**src/rtl/execute_stage_mdu_if.sv**
```systemverilog
`default_nettype none
// ============================================================================
// Module   : execute_stage_mdu_if
// Purpose  : ID/EX-side inputs and EX/MEM-side outputs of the RV32IM execute stage.
// Revision : 1.0 - initial release
// ============================================================================
interface execute_stage_mdu_if #(
    parameter int XLEN   = 32,
    parameter int REG_AW = 5
);
    logic              flush, in_valid, in_ready;
    logic              ctl_alusrc, ctl_memtoreg, ctl_regwrite, ctl_memread, ctl_memwrite, ctl_branch;
    logic [1:0]        ctl_aluop;
    logic [2:0]        funct3;
    logic [6:0]        funct7;
    logic              jal_in, jalr_in;
    logic [REG_AW-1:0] rd_in;
    logic [XLEN-1:0]   imm_in, rs1_data, rs2_data, pc_in, mem_fwd_data, wb_fwd_data;
    logic [1:0]        fwd_a, fwd_b;
    logic              out_valid;
    logic              memtoreg_out, regwrite_out, memread_out, memwrite_out, branch_out, jal_out, jalr_out;
    logic              branch_taken, illegal_out;
    logic [REG_AW-1:0] rd_out;
    logic [XLEN-1:0]   alu_result_out, pcimm_out, rs2_data_out, pc_out;

    modport slave (
        input  flush, in_valid, ctl_alusrc, ctl_memtoreg, ctl_regwrite, ctl_memread, ctl_memwrite,
               ctl_branch, ctl_aluop, funct3, funct7, jal_in, jalr_in, rd_in, imm_in, rs1_data,
               rs2_data, pc_in, mem_fwd_data, wb_fwd_data, fwd_a, fwd_b,
        output in_ready, out_valid, memtoreg_out, regwrite_out, memread_out, memwrite_out,
               branch_out, jal_out, jalr_out, branch_taken, illegal_out, rd_out, alu_result_out,
               pcimm_out, rs2_data_out, pc_out
    );

    modport master (
        output flush, in_valid, ctl_alusrc, ctl_memtoreg, ctl_regwrite, ctl_memread, ctl_memwrite,
               ctl_branch, ctl_aluop, funct3, funct7, jal_in, jalr_in, rd_in, imm_in, rs1_data,
               rs2_data, pc_in, mem_fwd_data, wb_fwd_data, fwd_a, fwd_b,
        input  in_ready, out_valid, memtoreg_out, regwrite_out, memread_out, memwrite_out,
               branch_out, jal_out, jalr_out, branch_taken, illegal_out, rd_out, alu_result_out,
               pcimm_out, rs2_data_out, pc_out
    );
endinterface
`default_nettype wire

```
**src/rtl/execute_stage_mdu.sv**
```systemverilog
`default_nettype none
// ============================================================================
// Module   : execute_stage_mdu
// Purpose  : RV32IM execute stage + EX/MEM register with iterative mul/div unit.
//            Define EXECUTE_MDU_DIV_EN to build the divider (div/divu/rem/remu).
// Revision : 1.0 - initial release
// ============================================================================
module execute_stage_mdu #(
    parameter int XLEN   = 32,
    parameter int REG_AW = 5
) (
    input  logic               clk,
    input  logic               reset,
    execute_stage_mdu_if.slave bus
);
    localparam int            SHW    = $clog2(XLEN);
    localparam int            CW     = SHW + 1;
    localparam logic [CW-1:0] C_LAST = CW'(XLEN);

    typedef enum logic [1:0] {S_IDLE = 2'd0, S_MUL = 2'd1, S_DIV = 2'd2, S_DONE = 2'd3} state_t;
    typedef enum logic [3:0] {
        OP_ADD = 4'd0, OP_SUB = 4'd1, OP_SLL = 4'd2, OP_SLT = 4'd3, OP_SLTU = 4'd4,
        OP_XOR = 4'd5, OP_SRL = 4'd6, OP_SRA = 4'd7, OP_OR = 4'd8, OP_AND = 4'd9
    } alu_op_t;
    typedef struct packed {
        logic              memtoreg, regwrite, memread, memwrite, branch, jal, jalr, taken, illegal;
        logic [REG_AW-1:0] rd;
        logic [XLEN-1:0]   res, pcimm, rs2, pc;
    } exmem_t;

    function automatic alu_op_t f3_op(input logic [2:0] f3, input logic arith);
        case (f3)
            3'b000:  f3_op = OP_ADD;
            3'b001:  f3_op = OP_SLL;
            3'b010:  f3_op = OP_SLT;
            3'b011:  f3_op = OP_SLTU;
            3'b100:  f3_op = OP_XOR;
            3'b101:  f3_op = arith ? OP_SRA : OP_SRL;
            3'b110:  f3_op = OP_OR;
            default: f3_op = OP_AND;
        endcase
    endfunction

    // Bubble: control cleared, data fields held.
    function automatic exmem_t bubble(input exmem_t p);
        exmem_t b;
        b = p;
        {b.memtoreg, b.regwrite, b.memread, b.memwrite, b.branch, b.jal, b.jalr, b.taken, b.illegal} = '0;
        return b;
    endfunction

    state_t          state_q;
    logic [CW-1:0]   cnt_q;
    logic [1:0]      op_q;
    logic [XLEN-1:0] acc_q, lo_q, mcand_q;
    logic            neg_q, valid_q;
    exmem_t          pend_q, exmem_q, w_pkt;
`ifdef EXECUTE_MDU_DIV_EN
    logic            neg_rem_q, dz_q, w_is_div;
    logic [XLEN-1:0] dvd_q;
`endif

    logic [XLEN-1:0] w_a, w_rs2, w_b, w_alu, w_a_mag, w_b_mag;
    logic [SHW-1:0]  w_shamt;
    logic            w_lt, w_ltu, w_taken, w_illegal, w_is_br, w_is_mul, w_is_mdu, w_accept;
    logic            w_a_neg, w_b_neg;
    alu_op_t         w_op;

    assign w_a   = (bus.fwd_a == 2'b10) ? bus.mem_fwd_data : (bus.fwd_a == 2'b01) ? bus.wb_fwd_data : bus.rs1_data;
    assign w_rs2 = (bus.fwd_b == 2'b10) ? bus.mem_fwd_data : (bus.fwd_b == 2'b01) ? bus.wb_fwd_data : bus.rs2_data;
    assign w_b   = bus.ctl_alusrc ? bus.imm_in : w_rs2;

    always_comb begin
        w_op      = OP_ADD;
        w_illegal = 1'b0;
        w_is_br   = 1'b0;
        w_is_mul  = 1'b0;
`ifdef EXECUTE_MDU_DIV_EN
        w_is_div  = 1'b0;
`endif
        case (bus.ctl_aluop)
            2'b00: w_op = OP_ADD;
            2'b01: begin
                w_op      = OP_SUB;
                w_is_br   = 1'b1;
                w_illegal = (bus.funct3[2:1] == 2'b01);
            end
            2'b10: begin
                if (bus.funct7 == 7'b0000001) begin
                    if (!bus.funct3[2])
                        w_is_mul = 1'b1;
                    else
`ifdef EXECUTE_MDU_DIV_EN
                        w_is_div = 1'b1;
`else
                        w_illegal = 1'b1;
`endif
                end else if (bus.funct7 == 7'b0000000)
                    w_op = f3_op(bus.funct3, 1'b0);
                else if (bus.funct7 == 7'b0100000 && bus.funct3 == 3'b000)
                    w_op = OP_SUB;
                else if (bus.funct7 == 7'b0100000 && bus.funct3 == 3'b101)
                    w_op = OP_SRA;
                else
                    w_illegal = 1'b1;
            end
            default: w_op = f3_op(bus.funct3, bus.funct7[5]);
        endcase
    end

    always_comb begin
        w_shamt = w_b[SHW-1:0];
        w_lt    = $signed(w_a) < $signed(w_b);
        w_ltu   = w_a < w_b;
        case (w_op)
            OP_ADD:  w_alu = w_a + w_b;
            OP_SUB:  w_alu = w_a - w_b;
            OP_SLL:  w_alu = w_a << w_shamt;
            OP_SLT:  w_alu = {{(XLEN-1){1'b0}}, w_lt};
            OP_SLTU: w_alu = {{(XLEN-1){1'b0}}, w_ltu};
            OP_XOR:  w_alu = w_a ^ w_b;
            OP_SRL:  w_alu = w_a >> w_shamt;
            OP_SRA:  w_alu = $signed(w_a) >>> w_shamt;
            OP_OR:   w_alu = w_a | w_b;
            default: w_alu = w_a & w_b;
        endcase
        case (bus.funct3)
            3'b000:  w_taken = (w_a == w_b);
            3'b001:  w_taken = (w_a != w_b);
            3'b100:  w_taken = w_lt;
            3'b101:  w_taken = !w_lt;
            3'b110:  w_taken = w_ltu;
            3'b111:  w_taken = !w_ltu;
            default: w_taken = 1'b0;
        endcase
    end

    always_comb begin
        w_pkt.memtoreg = bus.ctl_memtoreg;
        w_pkt.regwrite = bus.ctl_regwrite & ~w_illegal;
        w_pkt.memread  = bus.ctl_memread;
        w_pkt.memwrite = bus.ctl_memwrite;
        w_pkt.branch   = bus.ctl_branch;
        w_pkt.jal      = bus.jal_in;
        w_pkt.jalr     = bus.jalr_in;
        w_pkt.taken    = w_is_br & w_taken & ~w_illegal;
        w_pkt.illegal  = w_illegal;
        w_pkt.rd       = bus.rd_in;
        w_pkt.res      = w_illegal ? '0 : w_alu;
        w_pkt.pcimm    = bus.pc_in + (bus.imm_in << 1);
        w_pkt.rs2      = w_rs2;
        w_pkt.pc       = bus.pc_in;
    end

    // Signed ops iterate on magnitudes; the sign is restored in the final MUL/DIV cycle.
    assign w_a_neg = ((bus.funct3 == 3'b001) | (bus.funct3 == 3'b010) | (bus.funct3 == 3'b100) |
                      (bus.funct3 == 3'b110)) & w_a[XLEN-1];
    assign w_b_neg = ((bus.funct3 == 3'b001) | (bus.funct3 == 3'b100) | (bus.funct3 == 3'b110)) & w_b[XLEN-1];
    assign w_a_mag = w_a_neg ? -w_a : w_a;
    assign w_b_mag = w_b_neg ? -w_b : w_b;

    logic [XLEN:0]     w_madd;
    logic [2*XLEN-1:0] w_prod;
    logic [XLEN-1:0]   w_mul_res;
    assign w_madd    = {1'b0, acc_q} + {1'b0, {XLEN{lo_q[0]}} & mcand_q};
    assign w_prod    = neg_q ? -{acc_q, lo_q} : {acc_q, lo_q};
    assign w_mul_res = (op_q == 2'b00) ? w_prod[XLEN-1:0] : w_prod[2*XLEN-1:XLEN];

`ifdef EXECUTE_MDU_DIV_EN
    logic [XLEN:0]   w_rs;
    logic [XLEN+1:0] w_diff;
    logic [XLEN-1:0] w_quo, w_rem;
    assign w_rs     = {acc_q, lo_q[XLEN-1]};
    assign w_diff   = {1'b0, w_rs} - {2'b00, mcand_q};
    assign w_quo    = dz_q ? '1 : (neg_q ? -lo_q : lo_q);
    assign w_rem    = dz_q ? dvd_q : (neg_rem_q ? -acc_q : acc_q);
    assign w_is_mdu = w_is_mul | w_is_div;
`else
    assign w_is_mdu = w_is_mul;
`endif

    assign bus.in_ready = (state_q == S_IDLE) || (state_q == S_DONE);
    assign w_accept     = bus.in_valid & bus.in_ready & ~bus.flush;

    always_ff @(posedge clk) begin
        if (reset) begin
            state_q <= S_IDLE;
            cnt_q   <= '0;
            op_q    <= '0;
            acc_q   <= '0;
            lo_q    <= '0;
            mcand_q <= '0;
            neg_q   <= 1'b0;
            pend_q  <= '0;
            exmem_q <= '0;
            valid_q <= 1'b0;
`ifdef EXECUTE_MDU_DIV_EN
            neg_rem_q <= 1'b0;
            dz_q      <= 1'b0;
            dvd_q     <= '0;
`endif
        end else if (bus.flush) begin
            state_q <= S_IDLE;
            valid_q <= 1'b0;
            exmem_q <= bubble(exmem_q);
        end else begin
            valid_q <= 1'b0;
            exmem_q <= bubble(exmem_q);
            case (state_q)
                S_IDLE, S_DONE: begin
                    if (state_q == S_DONE) begin
                        valid_q <= 1'b1;
                        exmem_q <= pend_q;
                        state_q <= S_IDLE;
                    end
                    if (w_accept) begin
                        if (w_is_mdu) begin
                            pend_q  <= w_pkt;
                            op_q    <= bus.funct3[1:0];
                            cnt_q   <= '0;
                            acc_q   <= '0;
                            neg_q   <= w_a_neg ^ w_b_neg;
                            state_q <= S_MUL;
                            lo_q    <= w_b_mag;
                            mcand_q <= w_a_mag;
`ifdef EXECUTE_MDU_DIV_EN
                            if (w_is_div) begin
                                state_q   <= S_DIV;
                                lo_q      <= w_a_mag;
                                mcand_q   <= w_b_mag;
                                neg_rem_q <= w_a_neg;
                                dz_q      <= (w_b == '0);
                                dvd_q     <= w_a;
                            end
`endif
                        end else if (state_q == S_IDLE) begin
                            exmem_q <= w_pkt;
                            valid_q <= 1'b1;
                        end else begin
                            // EX/MEM is busy with the MDU result: replay this op from DONE.
                            pend_q  <= w_pkt;
                            state_q <= S_DONE;
                        end
                    end
                end
                S_MUL: begin
                    if (cnt_q == C_LAST) begin
                        pend_q.res <= w_mul_res;
                        state_q    <= S_DONE;
                    end else begin
                        acc_q <= w_madd[XLEN:1];
                        lo_q  <= {w_madd[0], lo_q[XLEN-1:1]};
                        cnt_q <= cnt_q + CW'(1);
                    end
                end
`ifdef EXECUTE_MDU_DIV_EN
                S_DIV: begin
                    if (cnt_q == C_LAST) begin
                        pend_q.res <= op_q[1] ? w_rem : w_quo;
                        state_q    <= S_DONE;
                    end else begin
                        acc_q <= w_diff[XLEN+1] ? w_rs[XLEN-1:0] : w_diff[XLEN-1:0];
                        lo_q  <= {lo_q[XLEN-2:0], ~w_diff[XLEN+1]};
                        cnt_q <= cnt_q + CW'(1);
                    end
                end
`endif
                default: state_q <= S_IDLE;
            endcase
        end
    end

    assign bus.out_valid      = valid_q;
    assign bus.memtoreg_out   = exmem_q.memtoreg;
    assign bus.regwrite_out   = exmem_q.regwrite;
    assign bus.memread_out    = exmem_q.memread;
    assign bus.memwrite_out   = exmem_q.memwrite;
    assign bus.branch_out     = exmem_q.branch;
    assign bus.jal_out        = exmem_q.jal;
    assign bus.jalr_out       = exmem_q.jalr;
    assign bus.branch_taken   = exmem_q.taken;
    assign bus.illegal_out    = exmem_q.illegal;
    assign bus.rd_out         = exmem_q.rd;
    assign bus.alu_result_out = exmem_q.res;
    assign bus.pcimm_out      = exmem_q.pcimm;
    assign bus.rs2_data_out   = exmem_q.rs2;
    assign bus.pc_out         = exmem_q.pc;
endmodule
`default_nettype wire

```
**src/flat_wrapper.sv**
```systemverilog
// flat-port wrapper written by rule: the top's interface ports become plain ports
module execute_stage_mdu_flat 
#(
    parameter int XLEN   = 32,
    parameter int REG_AW = 5
)
  (clk, reset, bus_flush, bus_in_valid, bus_ctl_alusrc, bus_ctl_memtoreg, bus_ctl_regwrite, bus_ctl_memread, bus_ctl_memwrite, bus_ctl_branch, bus_ctl_aluop, bus_funct3, bus_funct7, bus_jal_in, bus_jalr_in, bus_rd_in, bus_imm_in, bus_rs1_data, bus_rs2_data, bus_pc_in, bus_mem_fwd_data, bus_wb_fwd_data, bus_fwd_a, bus_fwd_b, bus_in_ready, bus_out_valid, bus_memtoreg_out, bus_regwrite_out, bus_memread_out, bus_memwrite_out, bus_branch_out, bus_jal_out, bus_jalr_out, bus_branch_taken, bus_illegal_out, bus_rd_out, bus_alu_result_out, bus_pcimm_out, bus_rs2_data_out, bus_pc_out);
  execute_stage_mdu_if #(.XLEN(XLEN), .REG_AW(REG_AW)) bus_i ();
  input  logic clk;
  input  logic reset;
  input wire logic [$bits(bus_i.flush)-1:0] bus_flush;
  input wire logic [$bits(bus_i.in_valid)-1:0] bus_in_valid;
  input wire logic [$bits(bus_i.ctl_alusrc)-1:0] bus_ctl_alusrc;
  input wire logic [$bits(bus_i.ctl_memtoreg)-1:0] bus_ctl_memtoreg;
  input wire logic [$bits(bus_i.ctl_regwrite)-1:0] bus_ctl_regwrite;
  input wire logic [$bits(bus_i.ctl_memread)-1:0] bus_ctl_memread;
  input wire logic [$bits(bus_i.ctl_memwrite)-1:0] bus_ctl_memwrite;
  input wire logic [$bits(bus_i.ctl_branch)-1:0] bus_ctl_branch;
  input wire logic [$bits(bus_i.ctl_aluop)-1:0] bus_ctl_aluop;
  input wire logic [$bits(bus_i.funct3)-1:0] bus_funct3;
  input wire logic [$bits(bus_i.funct7)-1:0] bus_funct7;
  input wire logic [$bits(bus_i.jal_in)-1:0] bus_jal_in;
  input wire logic [$bits(bus_i.jalr_in)-1:0] bus_jalr_in;
  input wire logic [$bits(bus_i.rd_in)-1:0] bus_rd_in;
  input wire logic [$bits(bus_i.imm_in)-1:0] bus_imm_in;
  input wire logic [$bits(bus_i.rs1_data)-1:0] bus_rs1_data;
  input wire logic [$bits(bus_i.rs2_data)-1:0] bus_rs2_data;
  input wire logic [$bits(bus_i.pc_in)-1:0] bus_pc_in;
  input wire logic [$bits(bus_i.mem_fwd_data)-1:0] bus_mem_fwd_data;
  input wire logic [$bits(bus_i.wb_fwd_data)-1:0] bus_wb_fwd_data;
  input wire logic [$bits(bus_i.fwd_a)-1:0] bus_fwd_a;
  input wire logic [$bits(bus_i.fwd_b)-1:0] bus_fwd_b;
  output wire logic [$bits(bus_i.in_ready)-1:0] bus_in_ready;
  output wire logic [$bits(bus_i.out_valid)-1:0] bus_out_valid;
  output wire logic [$bits(bus_i.memtoreg_out)-1:0] bus_memtoreg_out;
  output wire logic [$bits(bus_i.regwrite_out)-1:0] bus_regwrite_out;
  output wire logic [$bits(bus_i.memread_out)-1:0] bus_memread_out;
  output wire logic [$bits(bus_i.memwrite_out)-1:0] bus_memwrite_out;
  output wire logic [$bits(bus_i.branch_out)-1:0] bus_branch_out;
  output wire logic [$bits(bus_i.jal_out)-1:0] bus_jal_out;
  output wire logic [$bits(bus_i.jalr_out)-1:0] bus_jalr_out;
  output wire logic [$bits(bus_i.branch_taken)-1:0] bus_branch_taken;
  output wire logic [$bits(bus_i.illegal_out)-1:0] bus_illegal_out;
  output wire logic [$bits(bus_i.rd_out)-1:0] bus_rd_out;
  output wire logic [$bits(bus_i.alu_result_out)-1:0] bus_alu_result_out;
  output wire logic [$bits(bus_i.pcimm_out)-1:0] bus_pcimm_out;
  output wire logic [$bits(bus_i.rs2_data_out)-1:0] bus_rs2_data_out;
  output wire logic [$bits(bus_i.pc_out)-1:0] bus_pc_out;
  assign bus_i.flush = bus_flush;
  assign bus_i.in_valid = bus_in_valid;
  assign bus_i.ctl_alusrc = bus_ctl_alusrc;
  assign bus_i.ctl_memtoreg = bus_ctl_memtoreg;
  assign bus_i.ctl_regwrite = bus_ctl_regwrite;
  assign bus_i.ctl_memread = bus_ctl_memread;
  assign bus_i.ctl_memwrite = bus_ctl_memwrite;
  assign bus_i.ctl_branch = bus_ctl_branch;
  assign bus_i.ctl_aluop = bus_ctl_aluop;
  assign bus_i.funct3 = bus_funct3;
  assign bus_i.funct7 = bus_funct7;
  assign bus_i.jal_in = bus_jal_in;
  assign bus_i.jalr_in = bus_jalr_in;
  assign bus_i.rd_in = bus_rd_in;
  assign bus_i.imm_in = bus_imm_in;
  assign bus_i.rs1_data = bus_rs1_data;
  assign bus_i.rs2_data = bus_rs2_data;
  assign bus_i.pc_in = bus_pc_in;
  assign bus_i.mem_fwd_data = bus_mem_fwd_data;
  assign bus_i.wb_fwd_data = bus_wb_fwd_data;
  assign bus_i.fwd_a = bus_fwd_a;
  assign bus_i.fwd_b = bus_fwd_b;
  assign bus_in_ready = bus_i.in_ready;
  assign bus_out_valid = bus_i.out_valid;
  assign bus_memtoreg_out = bus_i.memtoreg_out;
  assign bus_regwrite_out = bus_i.regwrite_out;
  assign bus_memread_out = bus_i.memread_out;
  assign bus_memwrite_out = bus_i.memwrite_out;
  assign bus_branch_out = bus_i.branch_out;
  assign bus_jal_out = bus_i.jal_out;
  assign bus_jalr_out = bus_i.jalr_out;
  assign bus_branch_taken = bus_i.branch_taken;
  assign bus_illegal_out = bus_i.illegal_out;
  assign bus_rd_out = bus_i.rd_out;
  assign bus_alu_result_out = bus_i.alu_result_out;
  assign bus_pcimm_out = bus_i.pcimm_out;
  assign bus_rs2_data_out = bus_i.rs2_data_out;
  assign bus_pc_out = bus_i.pc_out;
  execute_stage_mdu #(.XLEN(XLEN), .REG_AW(REG_AW)) u_core (.clk(clk), .reset(reset), .bus(bus_i));
endmodule
```
**config.mk**
```make
export PLATFORM = sky130hd
export DESIGN_NAME = execute_stage_mdu_flat
export DESIGN_NICKNAME = d
export VERILOG_FILES = /design/src/rtl/execute_stage_mdu_if.sv /design/src/rtl/execute_stage_mdu.sv /design/src/flat_wrapper.sv
export SDC_FILE = /design/constraint.sdc
export NUM_CORES = 2
export LEC_CHECK = 0
export BUFFER_PORTS_ARGS = -buffer_cell sky130_fd_sc_hd__buf_2
export CORE_MARGIN = 1.5
export CORE_UTILIZATION = 35
export DETAILED_ROUTE_END_ITERATION = 7
export PLACE_DENSITY = 0.5
export SYNTH_ARGS = -nofsm -noshare
export SYNTH_HDL_FRONTEND = slang
export SYNTH_SLANG_ARGS = --single-unit
```
**constraint.sdc**
```tcl
create_clock -name clk -period 12.4 [get_ports clk]
set_input_delay 1.24 -clock clk [delete_from_list [all_inputs] [get_ports clk]]
set_output_delay 1.24 -clock clk [all_outputs]
set_load 0.05 [all_outputs]
```
Yosys cells after proc, flatten, opt, wreduce, memory -nomap -nowiden
Index checks and enable logic that the tools add are counted.

Add/sub/neg operators: 8. $lt $le $gt $ge: 2. Equality and inequality tests: 35. Shift-type cells: 3. Mux-type cells: 61. Bitwise logic cells: 20. Reduce and logical (&&, ||, !) cells: 20.

Operators by type and width (count): two-way mux 142 bit (6); two-way mux 32 bit (16); one-hot mux 32 bit (9 select lines) (1); one-hot mux 32 bit (2 select lines) (3); two-way mux 128 bit (1); adder 32 bit (2); AND 32 bit (2); < comparator 32 bit (2); two-way mux 64 bit (1); negator 32 bit (2); negator 64 bit (1); one-hot mux 4 bit (7 select lines) (2); adder 32 x 32 -> 33 bit (1); == test 32 bit (1); != test 32 bit (1); bitwise OR 32 bit (1); left shift 32 x 5 -> 32 bit (1); >> shifter 32 x 5 -> 32 bit (1); >>> shifter 32 x 5 -> 32 bit (1); subtractor 32 bit (1); bitwise XOR 32 bit (1); two-way mux 6 bit (3); == test 4 x 3 -> 1 bit, second input constant (4); two-way mux 1 bit (14); 40 further kinds (80).

Register bits after elaboration: 392. Input bits: 225. Output and inout port bits: 144.

Depth between registers and ports, before layout
Word-level depth: 14. Depth in mapped cells: 23. Depth with buffers taken out: 18.

Worst setup path before layout
No wires, ideal clock.

Path kind: input -> register. Start: input bus_ctl_alusrc. End: register u_core.pend_q[120] (netlist name). Setup time: 120 ps. Data arrival time: 5883 ps. Required time: 12280 ps. Setup slack: 6397 ps. Stages: 22. Buffers on the path: 4. Cell sequence: buf_2 nor2b_1 clkbuf_1 a22oi_2 nand2_1 inv_2 buf_1 clkbuf_1 ha_1 inv_1 fa_1 or2_2 a221oi_1 o2111a_1 a21oi_1 o41ai_2 a21o_1 a2111oi_0 a31oi_1 o211ai_1 o311a_1 or2_1.

Longest elaborated chain between the ends: 8. Elaborated cells on any way between the ends: 15.

Ends and longest elaborated chain: start: declaration (RTL line flat_wrapper.sv:13) `input wire logic [$bits(bus_i.ctl_alusrc)-1:0] bus_ctl_alusrc;`; two-way mux 32 bit (*) (RTL line execute_stage_mdu.sv:71) `assign w_b = bus.ctl_alusrc ? bus.imm_in : w_rs2;`; subtractor 32 bit (tied with other cells) (RTL line execute_stage_mdu.sv:117) `OP_SUB: w_alu = w_a - w_b;`; one-hot mux 32 bit (9 select lines) (*) (RTL line execute_stage_mdu.sv:115) `case (w_op)`; two-way mux 32 bit (*) (RTL line execute_stage_mdu.sv:149) `w_pkt.res = w_illegal ? '0 : w_alu;`; two-way mux 142 bit (RTL line execute_stage_mdu.sv:236) `end else if (state_q == S_IDLE) begin`; two-way mux 142 bit (*) (RTL line execute_stage_mdu.sv:217) `if (w_is_mdu) begin`; two-way mux 128 bit (*) (RTL line execute_stage_mdu.sv:216) `if (w_accept) begin`; one-hot mux 32 bit (2 select lines) (*) (RTL line execute_stage_mdu.sv:209) `case (state_q)`; end signal: assignment (RTL line execute_stage_mdu.sv:218) `pend_q <= w_pkt;`; end signal: assignment (RTL line execute_stage_mdu.sv:241) `pend_q <= w_pkt;`; end: declaration (RTL line execute_stage_mdu.sv:57) `exmem_t pend_q, exmem_q, w_pkt;`.

Mark *: on every way between the ends. The rest lies on a longest branch, timed or not. The select of a mux whose other input is x is not followed. A chain may end at the register's enable or synchronous reset.

Final worst setup path
Start: input bus_fwd_b[0]. End: register u_core.exmem_q, in the netlist u_core.bus.alu_result_out[27].

Longest elaborated chain between the ends: 10. Elaborated cells on any way between the ends: 18.

Ends and longest elaborated chain: start: declaration (RTL line flat_wrapper.sv:32) `input wire logic [$bits(bus_i.fwd_b)-1:0] bus_fwd_b;`; == test 2 x 1 -> 1 bit (RTL line execute_stage_mdu.sv:70) `assign w_rs2 = (bus.fwd_b == 2'b10) ? bus.mem_fwd_data : (bus.fwd_b == 2'b01) ? bus.wb_fwd_data : bus.rs2_data ...`; two-way mux 32 bit (RTL line execute_stage_mdu.sv:70); two-way mux 32 bit (*) (RTL line execute_stage_mdu.sv:70); two-way mux 32 bit (*) (RTL line execute_stage_mdu.sv:71); subtractor 32 bit (tied with other cells) (RTL line execute_stage_mdu.sv:117); one-hot mux 32 bit (9 select lines) (*) (RTL line execute_stage_mdu.sv:115); two-way mux 32 bit (*) (RTL line execute_stage_mdu.sv:149); two-way mux 142 bit (*) (RTL line execute_stage_mdu.sv:236); two-way mux 142 bit (*) (RTL line execute_stage_mdu.sv:217); two-way mux 142 bit (*) (RTL line execute_stage_mdu.sv:216); end signal: assignment (RTL line execute_stage_mdu.sv:208) `exmem_q <= bubble(exmem_q);`; end signal: assignment (RTL line execute_stage_mdu.sv:213) `exmem_q <= pend_q;`; end signal: assignment (RTL line execute_stage_mdu.sv:237) `exmem_q <= w_pkt;`; end: declaration (RTL line execute_stage_mdu.sv:57).

Mark *: on every way between the ends. The rest lies on a longest branch, timed or not.

==> impl_metrics.prom <==
# TYPE chip_impl_metric gauge
chip_impl_info{name="result_of_the_run",value="complete, no violations"} 1
chip_impl_info{name="timing.hold.worst_endpoint",value="u_core.pend_q[7]"} 1
chip_impl_metric{name="dr_wl_met3",unit="mm"} 15.1
chip_impl_metric{name="synth-seq-area-share",unit="%"} 23.6
chip_impl_metric{name="dr.first_iter.drc_count",unit=""} 4232
chip_impl_metric{name="cell_internal_pwr",unit="mW"} 2.59
chip_impl_info{name="maxUsedRoutingLayer",value="met5"} 1
chip_impl_metric{name="placement.setup.worst_slack",unit="ns"} 5.30
chip_impl_metric{name="gp_routability_congestion",unit=""} 1.05
chip_impl_metric{name="vdd_ir_drop_max",unit="V"} 0.0000987
chip_impl_metric{name="final.min_clock_period",unit="ns"} 6.69
chip_impl_metric{name="p_leak",unit="nW"} 14.9
chip_impl_info{name="layout_commonest_cell",value="sky130_fd_sc_hd__a21oi_1"} 1
chip_impl_metric{name="floorplan.initialDensity",unit="%"} 35.4
chip_impl_metric{name="post_synth_inst_count",unit=""} 4619
chip_impl_metric{name="p_comb_share",unit="%"} 39.2
chip_impl_metric{name="ioPinCount",unit=""} 369
chip_impl_metric{name="detail_route.first_pass.iterations",unit=""} 7
chip_impl_info{name="most-common-layout-cells",value="sky130_fd_sc_hd__a21oi_1, sky130_fd_sc_hd__nand2_1, sky130_fd_sc_hd__nor2_1"} 1
chip_impl_info{name="regToRegStartpoint",value="u_core.state_q[0]"} 1
chip_impl_metric{name="yosysWarningCount",unit=""} 0
chip_impl_info{name="ctsRootBufferMaster",value="sky130_fd_sc_hd__clkbuf_16"} 1
chip_impl_metric{name="grt_max_degree",unit=""} 85
chip_impl_info{name="criticalPathCategory",value="input pin to register"} 1
chip_impl_metric{name="cts_setup_buffers",unit=""} 0
chip_impl_metric{name="cts.reportedPaths.clkPinSlew",unit="ns"} 0.06
chip_impl_metric{name="slew_viol_final",unit=""} 0
chip_impl_metric{name="largest_driver_fanout_on_the_critical_path",unit=""} 64
chip_impl_info{name="worstHoldPathType",value="register to register"} 1
chip_impl_info{name="timing.critical_path.slowest_stage_cell",value="sky130_fd_sc_hd__mux2i_1"} 1
chip_impl_metric{name="drt-vias-per-instance",unit=""} 6.27
chip_impl_info{name="cpMostUsedCell",value="sky130_fd_sc_hd__mux2i_1"} 1
chip_impl_metric{name="design.final.nets",unit=""} 5176
chip_impl_metric{name="reg2reg_depth",unit=""} 12
chip_impl_metric{name="met1Wirelength",unit="mm"} 77.9
chip_impl_metric{name="final_critical_path_setup_slack",unit="ns"} 5.71
chip_impl_metric{name="synth-edff-count",unit=""} 0
chip_impl_metric{name="seqPwrFrac",unit="%"} 29.0
chip_impl_metric{name="clk_buf_depth",unit=""} 3
chip_impl_metric{name="route.vias.total",unit=""} 38100
chip_impl_metric{name="drc_violation_count_after_routing",unit=""} 0
chip_impl_metric{name="totalNegativeSetupSlack",unit="ns"} 0
chip_impl_metric{name="post_route_cells_drive_above_1_share",unit="%"} 14.8
chip_impl_metric{name="grt_pass1_wl",unit="mm"} 258
chip_impl_info{name="r2r_end",value="u_core.bus.rs2_data_out[9]"} 1
chip_impl_metric{name="cts_repair_resize_count",unit=""} 0
chip_impl_metric{name="wl_per_cell",unit="um"} 30.0
chip_impl_metric{name="hold_viol",unit=""} 0
chip_impl_metric{name="netlist_area",unit="um^2"} 33200
chip_impl_metric{name="asyncSetResetFlopFracSynth",unit="%"} 0
chip_impl_metric{name="first_global_vias",unit=""} 35100
chip_impl_metric{name="finalSetupViolCount",unit=""} 0
chip_impl_metric{name="area_delta_synth_final",unit="%"} 13.5
chip_impl_metric{name="r2r_slack",unit="ns"} 7.32
chip_impl_metric{name="tritoncts_buffers",unit=""} 49
chip_impl_metric{name="swShare",unit="%"} 42.2
chip_impl_metric{name="max_slew_headroom",unit="%"} 16.0
chip_impl_info{name="worst_hold_startpoint",value="u_core.pend_q[7]"} 1
chip_impl_metric{name="timing.critical_path.required",unit="ns"} 12.88
chip_impl_metric{name="grt_use_total",unit="%"} 35.8
chip_impl_metric{name="p_sw",unit="mW"} 1.90
chip_impl_metric{name="count_of_antenna_violating_nets_left_after_detailed_routing",unit=""} 0
chip_impl_info{name="tritoncts",value="built"} 1
chip_impl_metric{name="cp_slowest_stage_delay",unit="ns"} 0.81
chip_impl_metric{name="routed_wl",unit="mm"} 182
chip_impl_info{name="worstPathCellList",value="buf_4, mux2i_1, mux2i_1, mux2i_1, inv_1, ha_1, or3_1, or3_1, a211oi_1, nor2_1, a31oi_1, o21ai_0, xnor2_1, nor2_1, nor4_1, o21ai_0"} 1
chip_impl_metric{name="postSynthRegisterBits",unit=""} 391
chip_impl_metric{name="holdPathStages",unit=""} 2
chip_impl_metric{name="netlist-cell-type-count",unit=""} 100
chip_impl_metric{name="dieWidth",unit="um"} 311
chip_impl_metric{name="fmax",unit="MHz"} 150
chip_impl_metric{name="fp.coreArea",unit="um^2"} 93600
chip_impl_metric{name="worst_clock_skew",unit="ns"} 0.0382
chip_impl_metric{name="clockPowerShare",unit="%"} 31.9
chip_impl_metric{name="power.total",unit="mW"} 4.49
chip_impl_info{name="commonest_register_cell_after_synthesis",value="sky130_fd_sc_hd__dfxtp_1"} 1
chip_impl_metric{name="row_count",unit=""} 112
chip_impl_metric{name="cts_num_sinks",unit=""} 391
chip_impl_info{name="start_kind",value="input pin"} 1
chip_impl_metric{name="power_density",unit="nW/um^2"} 119
chip_impl_metric{name="nets_in_the_synthesized_netlist",unit=""} 5019
chip_impl_metric{name="post-dp-hpwl",unit="mm"} 139
chip_impl_metric{name="htreeDepth",unit=""} 2
chip_impl_metric{name="avgSynthCellArea",unit="um^2"} 7.18
chip_impl_metric{name="cts_hold_repair.buffers",unit=""} 0
chip_impl_metric{name="met2_wirelength",unit="mm"} 80.4
chip_impl_metric{name="max_cap_viol_count",unit=""} 0
chip_impl_metric{name="grt_antenna_before_repair",unit=""} 10
chip_impl_metric{name="overflow",unit=""} 0
chip_impl_metric{name="design.die.area",unit="um^2"} 96600
chip_impl_info{name="unrepaired_setup_endpoints_after_global_routing",value="no"} 1
chip_impl_metric{name="tightestPinTransition",unit="ns"} 1.25
chip_impl_info{name="critical_path_end_type",value="register"} 1
chip_impl_metric{name="clkLatencyLatePin",unit="ns"} 0.63
chip_impl_metric{name="final.period_utilization",unit="%"} 53.9
chip_impl_metric{name="numPortBuffers",unit=""} 368
chip_impl_metric{name="timing.critical_path.arrival",unit="ns"} 7.17
chip_impl_metric{name="chipHeight",unit="um"} 311
## Yosys cell counts, types with 16 or more instances
library cell / number / area [um^2]
sky130_fd_sc_hd__a21oi_1: 506 / 2530
sky130_fd_sc_hd__nand2_1: 449 / 1690
sky130_fd_sc_hd__nor2_1: 410 / 1540
sky130_fd_sc_hd__o21ai_0: 398 / 1990
sky130_fd_sc_hd__dfxtp_1: 391 / 7830
sky130_fd_sc_hd__clkbuf_1: 284 / 1070
sky130_fd_sc_hd__nor3_1: 176 / 881
sky130_fd_sc_hd__ha_1: 172 / 2150
sky130_fd_sc_hd__a211oi_1: 131 / 983
sky130_fd_sc_hd__xnor2_1: 122 / 1070
sky130_fd_sc_hd__inv_1: 121 / 454
sky130_fd_sc_hd__nand3_1: 120 / 601
sky130_fd_sc_hd__mux2i_1: 106 / 1060
sky130_fd_sc_hd__or3_1: 94 / 588
sky130_fd_sc_hd__o22ai_1: 84 / 526
sky130_fd_sc_hd__o211ai_1: 78 / 586
sky130_fd_sc_hd__a31oi_1: 73 / 457
sky130_fd_sc_hd__xor2_1: 66 / 578
sky130_fd_sc_hd__a21o_1: 55 / 413
sky130_fd_sc_hd__and2_1: 48 / 300
sky130_fd_sc_hd__o31ai_1: 45 / 338
sky130_fd_sc_hd__buf_1: 38 / 143
sky130_fd_sc_hd__nand2b_1: 32 / 200
sky130_fd_sc_hd__o21a_1: 31 / 233
sky130_fd_sc_hd__buf_2: 30 / 150
sky130_fd_sc_hd__o221ai_1: 29 / 254
sky130_fd_sc_hd__mux2_2: 28 / 315
sky130_fd_sc_hd__a22oi_1: 25 / 188
sky130_fd_sc_hd__and3_1: 24 / 150
sky130_fd_sc_hd__nor4_1: 24 / 150
sky130_fd_sc_hd__or3b_2: 23 / 201
sky130_fd_sc_hd__a221oi_1: 22 / 193
sky130_fd_sc_hd__nor2b_1: 20 / 125
sky130_fd_sc_hd__nand4_1: 19 / 119
sky130_fd_sc_hd__o21bai_1: 17 / 128
sky130_fd_sc_hd__o41ai_1: 17 / 149
sky130_fd_sc_hd__or2_2: 17 / 106
sky130_fd_sc_hd__or4_1: 16 / 120
## critical path: cells and delay by family
family	cells	cell delay, ns
and+or+nand+nor	5	1.81
adders and majority gates	1	0.34
muxes	3	1.28
AOI/OAI and AO/OA	4	1.23
xor gates and xnor gates	1	0.20
buffers and inverters	2	1.02
## registers in the layout (all words and copies together) (netlist names), 2 cells and up
name                       count
u_core.pend_q                141
u_core.mcand_q                32
u_core.lo_q                   32
u_core.cnt_q                   6
u_core.bus.pc_out             32
u_core.bus.alu_result_out     32
u_core.bus.pcimm_out          32
u_core.op_q                    2
u_core.bus.rs2_data_out       32
u_core.acc_q                  32
u_core.state_q                 2
u_core.bus.rd_out              5
## worst max-delay path by stage
stage	startpoint	endpoint	slack, ns	cells past startpoint
finish	bus_fwd_b[0]	u_core.bus.alu_result_out[27]	5.71	16
global route	bus_fwd_b[0]	u_core.bus.branch_taken	5.48	18
floorplan	bus_ctl_alusrc	u_core.pend_q[120]	6.40	22
detailed placement	bus_fwd_b[0]	u_core.pend_q[123]	5.30	16
CTS	bus_fwd_b[0]	u_core.pend_q[123]	5.95	16
global placement	bus_fwd_b[0]	u_core.bus.branch_taken	5.30	18
## per-layer routing
metal | vias up | global-route usage [%]
met2 | 1867 | 56.2
met1 | 18500 | 47.9
met3 | 351 | 6.80
met5 | - | 0
met4 | 8 | 14.8
li1 | 17300 | -
## through the flow
| step | area [um^2] | hold slack [ns] | std cells | utilization, % |
|---|---|---|---|---|
| floorplan | 33200 | 0.432 | 4619 | - |
| global placement | 36100 | 0.437 | 5979 | 38.5 |
| detailed placement | 36100 | 0.442 | 5979 | 38.5 |
| CTS | 37600 | 0.451 | 6063 | 40.2 |
| global route | 37600 | 0.465 | 6063 | 40.2 |
| finish | 37700 | 0.449 | 6065 | 40.2 |
## logic make-up after synthesis
| kind of cell | count (synthesis) | synth area share, % |
|---|---|---|
| adders and majority gates | 175 | 6.67 |
| buffers and inverters | 502 | 6.02 |
| muxes | 134 | 4.15 |
| AOI/OAI and AO/OA | 1704 | 32.8 |
| xor gates and xnor gates | 188 | 4.97 |
| DFF | 391 | 23.6 |
| and+or+nand+nor | 1525 | 21.8 |
## final cells by class
cell class | instances | area (um^2)
well taps | 1254 | 1570
diodes | 2 | 5.00
repair buffers | 473 | 2640
inverters | 135 | 507
clock buffers | 70 | 1440
fillers | 10200 | 56000
multi-input cells | 3726 | 23500
clock inverters | 14 | 136
flip-flops and latches | 391 | 7830
## power groups by stage
stage | clock network, mW | registers (mW) | logic [mW]
floorplan | 0 | 1.41 | 0.922
global placement | 0 | 1.33 | 1.71
detailed placement | 0 | 1.33 | 1.69
CTS | 1.45 | 1.30 | 1.69
global route | 1.50 | 1.30 | 1.82
finish | 1.43 | 1.30 | 1.76
Power figures use the tool's default switching activity.
